File: src/rtl/div_seq_signed_pkg.sv
// Shared definitions for the sequential signed divider: FSM encodings,
// default geometry and the divide-by-zero quotient pattern.
package div_seq_signed_pkg;

    typedef enum logic [1:0] {
        S_IDLE = 2'd0,
        S_CALC = 2'd1,
        S_FIX  = 2'd2,
        S_DONE = 2'd3
    } state_t;

    localparam int DEF_WIDTH = 32;
    localparam int DEF_CNT_W = 6;

    localparam logic [DEF_WIDTH-1:0] DIV0_QUOTIENT = '1;

endpackage

File: src/rtl/div_seq_signed_addsub_w.sv
// N-bit combinational adder/subtractor assembled from 4-bit carry-lookahead
// slices. sub=1 inverts b and injects the +1 through the carry-in.
module addsub_w #(
    parameter int N = 33
) (
    input  logic [N-1:0] a,
    input  logic [N-1:0] b,
    input  logic         sub,
    output logic [N-1:0] sum
);

    localparam int NS = (N + 3) / 4;
    localparam int NP = NS * 4;

    logic [NP-1:0] a_p;
    logic [NP-1:0] b_p;
    logic [NP-1:0] g;
    logic [NP-1:0] p;
    logic [NP-1:0] s;
    logic [NS:0]   c;
    logic          unused_bits;

    assign a_p  = NP'(a);
    assign b_p  = NP'(b ^ {N{sub}});
    assign g    = a_p & b_p;
    assign p    = a_p ^ b_p;
    assign c[0] = sub;

    for (genvar i = 0; i < NS; i++) begin : g_slice
        logic [3:0] gs;
        logic [3:0] ps;
        logic [4:0] cs;

        assign gs    = g[4*i +: 4];
        assign ps    = p[4*i +: 4];
        assign cs[0] = c[i];
        assign cs[1] = gs[0] | (ps[0] & cs[0]);
        assign cs[2] = gs[1] | (ps[1] & gs[0]) | (ps[1] & ps[0] & cs[0]);
        assign cs[3] = gs[2] | (ps[2] & gs[1]) | (ps[2] & ps[1] & gs[0])
                     | (ps[2] & ps[1] & ps[0] & cs[0]);
        assign cs[4] = gs[3] | (ps[3] & gs[2]) | (ps[3] & ps[2] & gs[1])
                     | (ps[3] & ps[2] & ps[1] & gs[0]) | ((&ps) & cs[0]);
        assign s[4*i +: 4] = ps ^ cs[3:0];
        assign c[i+1]      = cs[4];
    end

    // Carry-out and padding bits of the last slice are not needed.
    assign unused_bits = ^{c[NS], s};
    assign sum         = s[N-1:0];

endmodule

File: src/rtl/div_seq_signed.sv
// Iterative signed divider (non-restoring, one quotient bit per clock).
// Optional build macro: DIV_UNSIGNED_EN adds an is_unsigned input that
// bypasses sign handling so operands are divided as unsigned magnitudes.
//
// state  | meaning
// IDLE   | waiting for start, outputs hold last result
// CALC   | WIDTH add/subtract iterations
// FIX    | remainder correction, sign fix-up, load outputs
// DONE   | done pulse, results valid
module div_seq_signed
    import div_seq_signed_pkg::*;
#(
    parameter int WIDTH = DEF_WIDTH,
    parameter int CNT_W = DEF_CNT_W
) (
    input  logic             clock,
    input  logic             reset_n,
    input  logic             start,
    input  logic [WIDTH-1:0] dividend,
    input  logic [WIDTH-1:0] divisor,
`ifdef DIV_UNSIGNED_EN
    input  logic             is_unsigned,
`endif
    output logic             busy,
    output logic             done,
    output logic [WIDTH-1:0] quotient,
    output logic [WIDTH-1:0] remainder,
    output logic             div_by_zero
);

    state_t           state_q, state_d;
    logic [CNT_W-1:0] cnt_q, cnt_d;
    logic [WIDTH:0]   p_q, p_d;
    logic [WIDTH-1:0] q_q, q_d;
    logic [WIDTH-1:0] d_q, d_d;
    logic             neg_quo_q, neg_quo_d;
    logic             neg_rem_q, neg_rem_d;
    logic             dz_q, dz_d;
    logic [WIDTH-1:0] quotient_q, quotient_d;
    logic [WIDTH-1:0] remainder_q, remainder_d;
    logic             div_by_zero_q, div_by_zero_d;

    logic             signed_op;
    logic [WIDTH:0]   p_sh;
    logic [WIDTH:0]   add_a;
    logic             add_sub;
    logic [WIDTH:0]   add_sum;
    logic [WIDTH:0]   p_corr;

`ifdef DIV_UNSIGNED_EN
    assign signed_op = ~is_unsigned;
`else
    assign signed_op = 1'b1;
`endif

    // Shared adder operand select: shifted step in CALC, correction in FIX.
    // The add/subtract decision uses the sign of P before the shift; any wrap
    // of the shifted value is undone by the step since the result fits.
    always_comb begin
        p_sh    = {p_q[WIDTH-1:0], q_q[WIDTH-1]};
        add_a   = p_sh;
        add_sub = ~p_q[WIDTH];
        if (state_q == S_FIX) begin
            add_a   = p_q;
            add_sub = 1'b0;
        end
    end

    addsub_w #(.N(WIDTH + 1)) u_addsub (
        .a   (add_a),
        .b   ({1'b0, d_q}),
        .sub (add_sub),
        .sum (add_sum)
    );

    // Next-state, datapath update and result loading.
    always_comb begin
        state_d       = state_q;
        cnt_d         = cnt_q;
        p_d           = p_q;
        q_d           = q_q;
        d_d           = d_q;
        neg_quo_d     = neg_quo_q;
        neg_rem_d     = neg_rem_q;
        dz_d          = dz_q;
        quotient_d    = quotient_q;
        remainder_d   = remainder_q;
        div_by_zero_d = div_by_zero_q;
        p_corr        = p_q[WIDTH] ? add_sum : p_q;

        case (state_q)
            S_IDLE: begin
                if (start) begin
                    neg_quo_d     = signed_op & (dividend[WIDTH-1] ^ divisor[WIDTH-1]);
                    neg_rem_d     = signed_op & dividend[WIDTH-1];
                    dz_d          = (divisor == '0);
                    div_by_zero_d = 1'b0;
                    p_d           = '0;
                    cnt_d         = CNT_W'(WIDTH);
                    // Divide by zero skips CALC but still passes through FIX,
                    // where the raw dividend parked in q becomes the remainder.
                    if (divisor == '0) begin
                        q_d     = dividend;
                        d_d     = '0;
                        state_d = S_FIX;
                    end else begin
                        q_d     = (signed_op & dividend[WIDTH-1]) ? -dividend : dividend;
                        d_d     = (signed_op & divisor[WIDTH-1])  ? -divisor  : divisor;
                        state_d = S_CALC;
                    end
                end
            end
            S_CALC: begin
                p_d   = add_sum;
                q_d   = {q_q[WIDTH-2:0], ~add_sum[WIDTH]};
                cnt_d = cnt_q - 1'b1;
                if (cnt_q == CNT_W'(1)) begin
                    state_d = S_FIX;
                end
            end
            S_FIX: begin
                if (dz_q) begin
                    quotient_d    = DIV0_QUOTIENT[WIDTH-1:0];
                    remainder_d   = q_q;
                    div_by_zero_d = 1'b1;
                end else begin
                    quotient_d  = neg_quo_q ? -q_q : q_q;
                    remainder_d = neg_rem_q ? -p_corr[WIDTH-1:0] : p_corr[WIDTH-1:0];
                end
                state_d = S_DONE;
            end
            S_DONE: begin
                state_d = S_IDLE;
            end
            default: begin
                state_d = S_IDLE;
            end
        endcase
    end

    // State and datapath registers.
    always_ff @(posedge clock or negedge reset_n) begin
        if (!reset_n) begin
            state_q       <= S_IDLE;
            cnt_q         <= '0;
            p_q           <= '0;
            q_q           <= '0;
            d_q           <= '0;
            neg_quo_q     <= 1'b0;
            neg_rem_q     <= 1'b0;
            dz_q          <= 1'b0;
            quotient_q    <= '0;
            remainder_q   <= '0;
            div_by_zero_q <= 1'b0;
        end else begin
            state_q       <= state_d;
            cnt_q         <= cnt_d;
            p_q           <= p_d;
            q_q           <= q_d;
            d_q           <= d_d;
            neg_quo_q     <= neg_quo_d;
            neg_rem_q     <= neg_rem_d;
            dz_q          <= dz_d;
            quotient_q    <= quotient_d;
            remainder_q   <= remainder_d;
            div_by_zero_q <= div_by_zero_d;
        end
    end

    assign busy        = (state_q == S_CALC) || (state_q == S_FIX);
    assign done        = (state_q == S_DONE);
    assign quotient    = quotient_q;
    assign remainder   = remainder_q;
    assign div_by_zero = div_by_zero_q;

endmodule

File: config.mk
export PLATFORM = sky130hd
export DESIGN_NAME = div_seq_signed
export DESIGN_NICKNAME = d
export VERILOG_FILES = /design/src/rtl/div_seq_signed_pkg.sv /design/src/rtl/div_seq_signed_addsub_w.sv /design/src/rtl/div_seq_signed.sv
export SDC_FILE = /design/constraint.sdc
export NUM_CORES = 1
export LEC_CHECK = 0
export ABC_AREA = 0
export CAP_MARGIN = 25
export CORE_ASPECT_RATIO = 2
export CORE_MARGIN = 2
export CORE_UTILIZATION = 30
export CTS_CLUSTER_SIZE = 28
export DETAILED_ROUTE_END_ITERATION = 6
export GPL_TIMING_DRIVEN = 0
export HOLD_SLACK_MARGIN = 0.12
export PLACE_DENSITY = 0.53
export SLEW_MARGIN = 20
export SYNTH_ARGS = -nofsm -noshare
export SYNTH_HDL_FRONTEND = slang
export SYNTH_SLANG_ARGS = --single-unit
File: constraint.sdc
create_clock -name clock -period 16.63 [get_ports clock]
set_input_delay 2.4945 -clock clock [delete_from_list [all_inputs] [get_ports clock]]
set_output_delay 2.4945 -clock clock [all_outputs]
set_load 0.1 [all_outputs]
; Word level (Yosys, flattened, before mapping)
; Cells that the tools add are included.
[word_totals]
reg_bits = 173
in_bits = 67
out_inout_bits = 67
wordCells = 279
[classes]
eq_ne = 7
bitwise_logic = 215
muxes = 24
reduce_logical = 17
n_addsub = 5
[ops]
columns = op, count
row1 = $mux 32, 10
row2 = $neg 32->32, 4
row3 = $and 1x1->1, 120
row4 = $or 1x1->1, 80
row5 = $mux 33, 2
row6 = $pmux 33 s2, 1
row7 = $pmux 32 s2, 1
row8 = $xor 32x33->33, 1
row9 = $xor 33x33->33, 1
row10 = $and 32x32->32, 1
row11 = $logic_not 32->1, 1
row12 = $reduce_and 4->1, 8
row13 = $xor 4x4->4, 8
row14 = $pmux 6 s2, 1
row15 = $pmux 2 s4, 1
row16 = $eq 6x1->1 const B, 1
row17 = $mux 2, 3
row18 = $mux 6, 1
row19 = $ne 2x2->1 const B, 3
row20 = $reduce_and 2->1, 3
row21 = $sub 6x1->6 const B, 1
row22 = $eq 2x2->1 const B, 2
row23 = $reduce_bool 2->1, 2
row24 = $mux 1, 3
row25 = 7 further kinds, 9

; Depth between registers and ports, before layout
; Gate-level depths: netlist (run 1).
[depth]
ltp_word = 28
mapped_depth = 27

; Modules after synthesis
; From an unflattened synthesis (run 1), not the netlist that was laid out.
[hier_totals]
hier_cells = 1450
area_unflattened_um2 = 12703.4
[by_module_without_submodules]
columns = mod, cells_per_inst, seq_area_each_um2, instances, area_per_inst_um2
row1 = div_seq_signed, 1220, 4329.2, 1, 10904.2
row2 = addsub_w, 230, 0.0, 1, 1799.2

; Least setup slack after synthesis (run 1)
; OpenSTA, ideal clock, no wires.
[synth_path]
path_type = register -> register
from = register p_q[32]
to = register remainder_q[29] (netlist: remainder[29])
arrival_ns = 6.458
path_stages_with_launch = 27
path_buffers = 7
t_required_ns = 16.504
path_slack_ns = 10.046
path_cell_list = dfrtp_1 buf_2 buf_2 buf_1 buf_1 clkbuf_1 nor2_1 clkbuf_1 xor2_1 ha_1 clkbuf_1 nand4_1 nor2_1 o2111ai_2 a21oi_1 nor2b_1 fa_1 xnor2_1 mux2_2 nor3_1 nand3b_1 nor4_1 nand2_1 or4_4 o21ai_1 xor2_1 a221o_1
[synth_between]
elab_chain_cells = 28
word_cells_on_any_way = 201
cone_classes = 1 x add/sub / 4 x mux / 189 x bitwise / 7 x reduce/logical
[synth_rtl]
columns = item, line
row1 = "start, declared", div_seq_signed.sv:33  ; logic [WIDTH:0] p_q, p_d;
row2 = "start signal, assigned", div_seq_signed.sv:158  ; p_q <= p_d;
row3 = $not 1->1, div_seq_signed.sv:62  ; add_sub = ~p_q[WIDTH];
row4 = $mux 1, div_seq_signed.sv:63  ; if (state_q == S_FIX) begin
row5 = $xor 32x33->33, div_seq_signed_addsub_w.sv:24  ; assign b_p = NP'(b ^ {N{sub}});
row6 = $xor 33x33->33 or $and 32x32->32 (tied branches), "div_seq_signed_addsub_w.sv:26, div_seq_signed_addsub_w.sv:25"
row7 = $and 1x1->1 (on tied branches), "div_seq_signed_addsub_w.sv:41, div_seq_signed_addsub_w.sv:42"
row8 = $or 1x1->1 (tied with other cells), div_seq_signed_addsub_w.sv:41  ; assign cs[4] = gs[3] | (ps[3] & gs[2]) | (ps[3] & ps[2] & gs[1])
row9 = $or 1x1->1 or $and 1x1->1 (tied branches), "div_seq_signed_addsub_w.sv:41, div_seq_signed_addsub_w.sv:42"
row10 = $or 1x1->1 (2 in series), div_seq_signed_addsub_w.sv:42  ; | (ps[3] & ps[2] & ps[1] & gs[0]) | ((&ps) & cs[0]);
row11 = [11 not listed], -
row12 = $or 1x1->1, div_seq_signed_addsub_w.sv:42
row13 = $and 1x1->1, div_seq_signed_addsub_w.sv:37  ; assign cs[1] = gs[0] | (ps[0] & cs[0]);
row14 = $or 1x1->1, div_seq_signed_addsub_w.sv:37
row15 = $xor 4x4->4, div_seq_signed_addsub_w.sv:43  ; assign s[4*i +: 4] = ps ^ cs[3:0];
row16 = $mux 32 (*), div_seq_signed.sv:89  ; p_corr = p_q[WIDTH] ? add_sum : p_q;
row17 = $neg 32->32, div_seq_signed.sv:128  ; remainder_d = neg_rem_q ? -p_corr[WIDTH-1:0] : p_corr[WIDTH-1:0];
row18 = $mux 32 (*), div_seq_signed.sv:128
row19 = $mux 32 (*), div_seq_signed.sv:122  ; if (dz_q) begin
row20 = "end signal, assigned", div_seq_signed.sv:165  ; remainder_q <= remainder_d;
row21 = "end, declared", div_seq_signed.sv:40  ; logic [WIDTH-1:0] remainder_q, remainder_d;
; Mark *: on every way between the ends. The rest lies on a longest branch, timed or not.
; A chain may end at the register's enable or synchronous reset.

; Final worst setup path (run 1)
[layout_path]
from = register p_q[32]
to = register remainder_q[28] (netlist: remainder[28])
[layout_between]
elab_chain_cells = 26
word_cells_on_any_way = 199
cone_classes = 1 x add/sub / 4 x mux / 187 x bitwise / 7 x reduce/logical
[layout_rtl]
columns = item, line
row1 = $not 1->1, div_seq_signed.sv:62
row2 = $mux 1, div_seq_signed.sv:63
row3 = $xor 32x33->33, div_seq_signed_addsub_w.sv:24
row4 = $xor 33x33->33 or $and 32x32->32 (tied branches), "div_seq_signed_addsub_w.sv:26, div_seq_signed_addsub_w.sv:25"
row5 = $and 1x1->1 (on tied branches), "div_seq_signed_addsub_w.sv:41, div_seq_signed_addsub_w.sv:42"
row6 = $or 1x1->1 (tied with other cells), div_seq_signed_addsub_w.sv:41
row7 = $or 1x1->1 or $and 1x1->1 (tied branches), "div_seq_signed_addsub_w.sv:41, div_seq_signed_addsub_w.sv:42"
row8 = $or 1x1->1 (2 in series), div_seq_signed_addsub_w.sv:42
row9 = [9 not listed], -
row10 = $or 1x1->1, div_seq_signed_addsub_w.sv:42
row11 = $and 1x1->1 (on tied branches), -
row12 = $or 1x1->1 (on tied branches), -
row13 = $xor 4x4->4, div_seq_signed_addsub_w.sv:43
row14 = $mux 32 (*), div_seq_signed.sv:89
row15 = $neg 32->32, div_seq_signed.sv:128
row16 = $mux 32 (*), div_seq_signed.sv:128
row17 = $mux 32 (*), div_seq_signed.sv:122
; Marks and branches as above.

==> results of run 1 <==
==> layout make-up <==
cell class,instances,area (um^2),area share [%]
buffer,91,350,2.33
clock buffer,17,425,2.83
clock inverter,15,165,1.10
multi-input combinational,1183,7610,50.6
inverter,39,146,0.973
sequential,173,4330,28.8
timing repair buffer,133,1360,9.00
tap,535,669,4.45
==> critical path, cell delays in order, from the launching register on <==
cell       delay (ns)
dfrtp_1          0.47
buf_2            0.30
buf_2            0.32
buf_1            0.49
buf_1            0.47
clkbuf_1         0.61
nor2_1           0.33
clkbuf_1         0.44
xor2_1           0.26
ha_1             0.32
clkbuf_1         0.32
nand4_1          0.17
nor2_1           0.42
o2111ai_2        0.42
a21oi_1          0.25
nor2b_1          0.07
fa_1             0.37
xnor2_1          0.15
mux2_2           0.30
nor3_1           0.19
nand3b_1         0.17
nor4_1           0.47
nand4_1          0.28
a2111o_1         0.49
o31ai_1          0.31
xor2_1           0.20
o221ai_1         0.13
==> layout by cell type, fill, tap and decap left out, types with 13 or more instances in the layout <==
master           instances
mux2_2                  43
dfrtp_1                173
o21ai_0                153
inv_1                   37
nand3_1                 25
clkdlybuf4s50_1        130
nor2_1                 147
o21ai_1                 18
ha_1                    42
mux2i_1                 15
xor2_1                 108
clkbuf_1                71
xnor2_1                 64
buf_1                   13
o31ai_1                 33
or3_1                   28
clkbuf_16               17
a22o_1                  14
nor3_1                  16
nand2_1                179
a21oi_1                116
==> metal layers <==
metal	GRT usage [%]	routed length (um)	up-vias	share of wire (%)
met5	0	0	-	0
met4	12.4	2700	0	6.1
met3	3.11	1490	101	3.4
met2	41.6	25100	299	57
met1	19.3	14900	5482	34
li1	-	-	5536	-
==> path summary, 6_finish.rpt <==
check | startpoint | endpoint | slack (ns) | cells past startpoint
worst max-delay path | p_q[32] | remainder[28] | 7.72 | 26
worst min-delay path | d_q[16] | d_q[16] | 0.50 | 2
worst max register to register | p_q[32] | remainder[28] | 7.72 | 26
worst min register to register | d_q[16] | d_q[16] | 0.50 | 2
max in group asynchronous | reset_n | remainder[31] | 13.65 | 2
min in group asynchronous | reset_n | p_q[6] | 2.06 | 1
==> logic make-up after synthesis <==
kind of cell	share of synthesized area [%]
multiplexers	5.10
XOR/XNOR	12.1
buffers and inverters	4.00
flip-flops	34.8
AO/OA/AOI/OAI	20.3
adder cells (fa/ha/maj)	5.36
AND/OR/NAND/NOR	18.3
==> through the flow <==
step	worst slack, ns	util (%)	area (um^2)	hold slack (ns)
5_1_grt	7.08	36.7	15000	0.535
3_5_place_dp	7.66	35.3	14500	0.492
2_1_floorplan	10.05	-	12400	0.469
3_3_place_gp	5.36	35.1	14400	0.481
6_report	7.72	36.7	15000	0.499
4_1_cts	7.61	36.7	15000	0.507
==> state kept, by name (all words and copies together) (netlist names) <==
register     cells
cnt_q            6
d_q             32
div_by_zero      1
dz_q             1
neg_quo_q        1
neg_rem_q        1
p_q             33
q_q             32
quotient        32
remainder       32
state_q          2
==> flow_summary_export.csv, run 1 <==
group,metric,value,unit
clock_network,htreeDepth,4,
synthesis,synth_most_common_cell,"nand2_1",
timing,rsz0062_at_grt,"no",
clock_network,cts_hold_buf,0,
timing,fmax,112,MHz
clock_network,numCtsBuffers,17,
timing,worst_slew_pin_slew,1.00,ns
synthesis,synth_common_cells,"nand2_1 (179), dfrtp_1 (173), o21ai_0 (153), nor2_1 (147), a21oi_1 (116)",
timing,slew_violations,0,
placement,hpwl,35.9,mm
synthesis,ys_ff_latch,173,
placement,place_congestion,0.909,
setup_path,critPathCaptureType,"flip-flop",
clock_network,cts_sinks,173,
clock_network,cts.repair.resized,0,
finish,finalNetCount,1754,
clock_network,cts_root_buffer,"clkbuf_16",
setup_path,criticalPathCategory,"flip-flop to flip-flop",
synthesis,yosysUniqueCellTypes,78,
synthesis,syn_inst,1486,
run_status,run_status,"complete, no violations",
drt,viasPerCell,5.22,
timing,slew_headroom,32.9,%
synthesis,syn_avg_cell_area,8.36,um^2
finish,fin_cells,2186,
global_routing,grt_pass1_wl,68.8,mm
floorplanning,rows,105,
placement,io_buffer_count,131,
flow_run,cap_violations,0,
synthesis,syn_nets,1602,
clock_network,insertion_delay,0.46,ns
clock_network,cts_setup_buffers,0,
timing,post-route-min-period,8.91,ns
placement,placed_cells,2154,
timing,period_share,53.6,%
global_routing,globalRouteOverflowTotal,0,
floorplanning,core,41000,um^2
hold_path,min_path_type,"flip-flop to flip-flop",
drt,drc,0,
drt,drtAntennaViolNets,0,
synthesis,synth_ff_type,"dfrtp_1",
global_routing,grt_use_total,20.9,%
timing,final.setup_skew,0.0104,ns
global_routing,grt_pass1_vias,12100,
clock_network,cts.clk_slew.worst_paths,0.08,ns
drt,drtIter0Drc,460,
drt,firstDrtPassIters,5,
global_routing,grt_max_degree,91,
setup_path,cp.arrival,9.21,ns
clock_network,cts_tree,"built",
synthesis,synth_area_leaders,"dfrtp_1 (35%), xor2_1 (7.6%), o21ai_0 (6.2%)",
drt,detail_route.wl_per_cell,20.2,um
setup_path,cp.required,16.94,ns
setup_path,path_max_fanout,10,
timing,fin_tns_setup,0,ns
finish,nFillCells,4343,
floorplanning,die_h,292,um
drt,vias,11400,
synthesis,netlist_area,12400,um^2
clock_network,clockBufferDepth,2,
floorplanning,fp.dieArea,43200,um^2
synthesis,synth_enable_flop_cells,0,
synthesis,yosysSeqAreaShare,34.8,%
setup_path,startpoint_type,"flip-flop",
synthesis,synth_top_area_share,34.8,%
floorplanning,io-pin-count,134,
finish,antenna_cells,0,
drt,postRouteWirelength,44.2,mm
floorplanning,die_x,148,um
finish,area_growth_syn_to_layout,21.1,%
global_routing,antenna_found_initial,0,
floorplanning,start_util,30.3,%
synthesis,synth_area_leader_cell,"dfrtp_1",
synthesis,async_reset_ff_share,100,%
timing,hold_viol,0,
synthesis,yosysWarnings,0,
timing,setup_viol,0,
finish,drive_gt1_share,6.66,%
Power of run 1 is not shown: default switching activity piles up to over one toggle a cycle in this logic, so the estimate is an artifact.
==> run 2: changes to the inputs <==
Settings changed: PLACE_DENSITY 0.53 to 0.54.
Clock period 16.63 ns to 7.6 ns, I/O delays scaled along.
==> run 2 against run 1 <==
  * Flip-flop and latch count is the same
  * Routed wire length shrank 0.78%
  * Critical path depth is the same
  * Cell count is essentially flat
  * Register-to-register slack lost 7.3 ns
  * Count of clock-buffer cells in the layout is the same
  * First-iteration DRC count grew 8.5%
  * Die area is the same
  * Sequential share of layout area shrank 0.13 points
  * Non-clock buffer count shrank 1
==> flow_summary_export.csv, run 2 (synthesis gave the netlist of run 1 again) <==
group,metric,value,unit
hold_path,min_path_type,"primary input to asynchronous set/reset pin",
setup_path,startpoint_type,"flip-flop",
setup_path,path_common_cell,"clkbuf_4",
finish,antenna_cells,0,
floorplanning,die_x,148,um
drt,detail_route.wl_per_cell,20.1,um
drt,drc,0,
drt,vias,11500,
setup_path,path_max_fanout,10,
floorplanning,core,41000,um^2
timing,fin_tns_setup,0,ns
global_routing,antenna_found_initial,0,
placement,placed_cells,2154,
flow_run,cap_violations,0,
floorplanning,start_util,30.3,%
clock_network,cts_tree,"built",
floorplanning,io-pin-count,134,
timing,final.setup_skew,0.0129,ns
placement,place_congestion,0.902,
clock_network,htreeDepth,4,
floorplanning,rows,105,
setup_path,cp.required,7.95,ns
setup_path,slowest_stage,"a2111o_1",
drt,viasPerCell,5.28,
drt,firstDrtPassIters,5,
clock_network,cts_hold_buf,0,
timing,period_share,93.9,%
clock_network,clockBufferDepth,2,
setup_path,critPathCaptureType,"flip-flop",
finish,nFillCells,4292,
finish,drive_gt1_share,7.52,%
finish,fin_cells,2185,
timing,rsz0062_at_grt,"no",
global_routing,grt_pass1_wl,67.4,mm
timing,fmax,140,MHz
clock_network,insertion_delay,0.48,ns
finish,largest_register_ffs,33,
global_routing,grt_pass1_vias,11900,
setup_path,path_delay_family,"buffers and inverters",
finish,regMostFlops,"p_q",
clock_network,cts_sinks,173,
floorplanning,fp.dieArea,43200,um^2
placement,hpwl,35.4,mm
setup_path,cpPeakStageDelay,0.52,ns
timing,worst_slew_pin_slew,1.01,ns
floorplanning,die_h,292,um
clock_network,numCtsBuffers,17,
placement,io_buffer_count,131,
finish,area_growth_syn_to_layout,21.6,%
finish,finalNetCount,1753,
drt,drtIter0Drc,499,
finish,register_area,4330,um^2
setup_path,criticalPathCategory,"flip-flop to flip-flop",
finish,multi_input_area,7650,um^2
timing,hold_viol,0,
run_status,run_status,"complete, no violations",
finish,mostFrequentLayoutCells,"nand2_1 (179), dfrtp_1 (173), o21ai_0 (153), nor2_1 (145), clkdlybuf4s50_1 (130)",
global_routing,grt_max_degree,77,
timing,setup_viol,0,
clock_network,cts.clk_slew.worst_paths,0.08,ns
global_routing,globalRouteOverflowTotal,0,
timing,slew_violations,0,
timing,post-route-min-period,7.13,ns
drt,drtAntennaViolNets,0,
global_routing,grt_use_total,20.5,%
clock_network,cts_root_buffer,"clkbuf_16",
setup_path,cp.arrival,7.48,ns
drt,postRouteWirelength,43.9,mm
finish,final_common_cell,"nand2_1",
setup_path,crit_buf_inv,7,
timing,slew_headroom,32.2,%
run 2: changes by cell type in the layout (fill, tap and decap cells not counted), sizes merged:
cell | before | now
clkinvlp | 1 | 4
buf | 22 | 20
inv | 48 | 46
bufinv | 1 | 0
clkbuf | 89 | 90
run 2: layout make-up:
type                       count  area share, %
multi-input combinational   1183           50.6
sequential                   173           28.6
timing repair buffer         134           9.11
tap                          535           4.43
clock buffer                  17           2.81
buffer                        89           2.43
clock inverter                15          0.985
inverter                      39          0.969
run 2: worst paths after layout:
| kind | slack (ns) | startpoint | end | cells after the start |
|---|---|---|---|---|
| max reg2reg | 0.47 | p_q[32] | remainder[28] | 26 |
| min reg2reg | 0.50 | d_q[27] | d_q[27] | 2 |
| min | 0.50 | reset_n | remainder[0] | 1 |
| max in group asynchronous | 6.03 | reset_n | remainder[23] | 3 |
| max | 0.47 | p_q[32] | remainder[28] | 26 |
| min in group clock | 0.50 | d_q[27] | d_q[27] | 2 |
run 2: timing repair:
item	CTS	global route
resized for setup	13	12
setup buffers	0	0
endpoints found under the setup margin	22	11
run 2: worst reg2reg max path, stage by stage, from the launching register on:
cell,delay [ns]
dfrtp_1,0.45
buf_2,0.28
buf_2,0.31
clkbuf_4,0.30
clkbuf_4,0.25
clkbuf_4,0.28
nor2_2,0.13
clkbuf_4,0.29
xor2_1,0.19
ha_1,0.28
clkbuf_1,0.27
nand4_1,0.23
a21oi_4,0.26
o2111ai_2,0.32
a21oi_1,0.25
nor2b_1,0.07
fa_1,0.38
xnor2_1,0.16
mux2_2,0.31
nor3_1,0.19
nand3b_1,0.20
nor4_4,0.25
nand4_1,0.24
a2111o_1,0.52
o31ai_1,0.28
xor2_1,0.19
o221ai_1,0.12
run 2: per-layer routing:
metal | part of all wire, % | global-route usage (%) | vias to the layer above
li1 | - | - | 5543
met1 | 34 | 19.2 | 5550
met2 | 57 | 40.8 | 331
met3 | 3.2 | 2.31 | 105
met4 | 5.9 | 13.0 | 0
met5 | 0 | 0 | -
run 2: per-stage QoR:
| stage | setup WS, ns | cell area [um^2] | util (%) | hold slack, ns |
|---|---|---|---|---|
| floorplan | 1.02 | 12400 | - | 0.469 |
| finish | 0.466 | 15100 | 36.9 | 0.499 |
| global placement | -2.21 | 14400 | 35.1 | 0.481 |
| detailed placement | -1.27 | 14500 | 35.3 | 0.492 |
| CTS | 0.0198 | 15100 | 36.8 | 0.503 |
| global route | 0.0112 | 15100 | 36.9 | 0.517 |
Power of run 2 is left out for the same reason.
==> run 3: changes to the inputs <==
Settings changed: CELL_PAD_IN_SITES_DETAIL_PLACEMENT set to 1, CELL_PAD_IN_SITES_GLOBAL_PLACEMENT set to 1, MAX_ROUTING_LAYER set to met4, PLACE_DENSITY 0.54 to 0.65.
Clock period 7.6 ns to 8.9 ns, I/O delays scaled along.
==> run 3 against run 2 <==
  * Sequential share of layout area grew 0.19 points
  * Final area shrank 0.65%
  * Hold slack about the same
  * Die area stayed put
  * Register-to-register slack gained 0.20 ns
  * First-iteration DRC count shrank 16%
  * Count of clock-buffer cells in the layout grew 1
  * Critical endpoint is now remainder[31]
==> flow_summary_export.csv, run 3 (synthesis gave the netlist of run 1 again) <==
group,metric,value,unit
run_status,run_status,"complete, no violations",
placement,placed_area,14500,um^2
finish,final_common_cell,"nand2_1",
placement,place_congestion,0.876,
drt,firstDrtPassIters,5,
setup_path,path_delay_family,"simple AND/OR/NAND/NOR gates",
clock_network,cts_sinks,173,
drt,drc,0,
setup_path,cpPeakStageDelay,0.61,ns
placement,io_buffer_count,131,
clock_network,cts.clk_slew.worst_paths,0.07,ns
drt,detail_route.wl_per_cell,21.9,um
floorplanning,die_h,292,um
drt,postRouteWirelength,47.8,mm
drt,drtAntennaViolNets,0,
setup_path,startpoint_type,"flip-flop",
finish,largest_register_ffs,33,
clock_network,htreeDepth,4,
drt,viasPerCell,5.32,
timing,setup_viol,0,
timing,slew_violations,0,
hold_path,min_path_type,"flip-flop to flip-flop",
finish,antenna_cells,0,
floorplanning,io-pin-count,134,
setup_path,cp.arrival,8.57,ns
timing,rsz0062_at_grt,"no",
floorplanning,die_x,148,um
floorplanning,fp.dieArea,43200,um^2
drt,drtIter0Drc,420,
setup_path,ff2ff_setup_slack,0.67,ns
setup_path,slowest_stage,"or4_4",
clock_network,insertion_delay,0.47,ns
floorplanning,rows,105,
timing,hold_viol,0,
hold_path,whs_path_depth,2,
global_routing,grt_pass1_vias,12700,
clock_network,cts_tree,"built",
placement,hpwl,39.4,mm
timing,final.setup_skew,0.0104,ns
timing,fmax,122,MHz
hold_path,hold_end,"d_q[28]",
setup_path,r2r_start,"p_q[32]",
finish,mostFrequentLayoutCells,"nand2_1 (179), dfrtp_1 (173), o21ai_0 (153), nor2_1 (147), clkdlybuf4s50_1 (130)",
clock_network,cts_root_buffer,"clkbuf_16",
global_routing,globalRouteOverflowTotal,0,
global_routing,antenna_found_initial,0,
finish,final_area,15000,um^2
finish,drive_gt1_share,6.84,%
finish,post-route-util,36.6,%
timing,slew_headroom,32.8,%
floorplanning,core,41000,um^2
finish,multi_input_area,7600,um^2
setup_path,cp.required,9.24,ns
clock_network,numCtsBuffers,17,
timing,period_share,92.5,%
drt,vias,11600,
timing,worst_slew_pin_slew,1.00,ns
hold_path,min_from,"d_q[28]",
finish,register_area,4330,um^2
setup_path,path_max_fanout,19,
setup_path,reg2regPathDepth,25,
setup_path,r2r-end,"remainder[31]",
floorplanning,start_util,30.3,%
clock_network,cts_setup_buffers,0,
setup_path,criticalPathCategory,"flip-flop to flip-flop",
setup_path,path_common_cell,"clkbuf_2",
finish,finalNetCount,1754,
flow_run,cap_violations,0,
global_routing,grt_max_degree,64,
finish,nFillCells,4908,
timing,post-route-min-period,8.23,ns
clock_network,clockBufferDepth,2,
finish,area_growth_syn_to_layout,20.8,%
setup_path,crit_buf_inv,6,
global_routing,grt_use_total,23.3,%
finish,regMostFlops,"p_q",
global_routing,grt_pass1_wl,74.2,mm
setup_path,critPathCaptureType,"flip-flop",
run 3: changes by cell type in the layout (fill, tap and decap cells not counted), sizes merged:
cell	change
inv	-4
clkinv	+3
clkbuf	+2
run 3: cell type report:
cell class	count	share of cell area (%)
plain buffers	90	2.34
clock buffers	18	2.86
clock inverters	14	0.750
inverters	39	0.975
multi-input cells	1183	50.6
flip-flops and latches	173	28.8
well taps	535	4.46
repair buffers	134	9.17
run 3: layer usage:
metal,track usage [%],up-vias,share of wire (%)
li1,-,5542,-
met2,46.3,243,58
met5,-,-,0
met3,2.36,104,2.3
met1,20.6,5736,34
met4,13.5,0,6.2
run 3: through the flow:
stage | hold slack (ns) | worst slack (ns) | cells | TNS [ns]
final | 0.500 | 0.670 | 2186 | 0
after global routing | 0.534 | 0.184 | 2186 | 0
after CTS | 0.508 | 0.0527 | 2186 | 0
after detailed placement | 0.492 | -0.182 | 2154 | -0.937
after global placement | 0.482 | -1.07 | 2152 | -180.12
after floorplan | 0.469 | 2.32 | 1486 | 0
run 3: worst max path at each step:
| stage | startpoint | end | slack, ns | cells past startpoint |
|---|---|---|---|---|
| final | p_q[32] | remainder[31] | 0.67 | 25 |
| after global routing | p_q[32] | remainder[26] | 0.18 | 24 |
| after CTS | p_q[32] | remainder[28] | 0.05 | 26 |
| after detailed placement | p_q[32] | remainder[28] | -0.18 | 26 |
| after global placement | reset_n | quotient[23] | -1.07 | 1 |
| after floorplan | p_q[32] | remainder[29] | 2.32 | 26 |
run 3: worst register-to-register path: stages (launching register included):
cell	delay, ns
dfrtp_1	0.48
buf_2	0.26
buf_2	0.24
clkbuf_2	0.34
clkbuf_2	0.35
nor2_1	0.60
clkbuf_2	0.50
xor2_1	0.12
ha_1	0.30
clkbuf_1	0.32
nand4_1	0.21
nor2_1	0.48
o2111ai_2	0.44
a21oi_1	0.24
nor2b_1	0.07
fa_1	0.39
xnor2_1	0.17
mux2_2	0.31
nor3_1	0.20
nand3b_1	0.16
nor4_1	0.53
nand2_1	0.21
or4_4	0.61
o31ai_1	0.34
or3_1	0.17
nand3_1	0.08
run 3: what timing repair did:
item,CTS,global route
setup endpoints to repair,8,8
pin swaps,0,0
hold buffers,0,0
resized for setup,1,7
Power of run 3 is left out for the same reason.
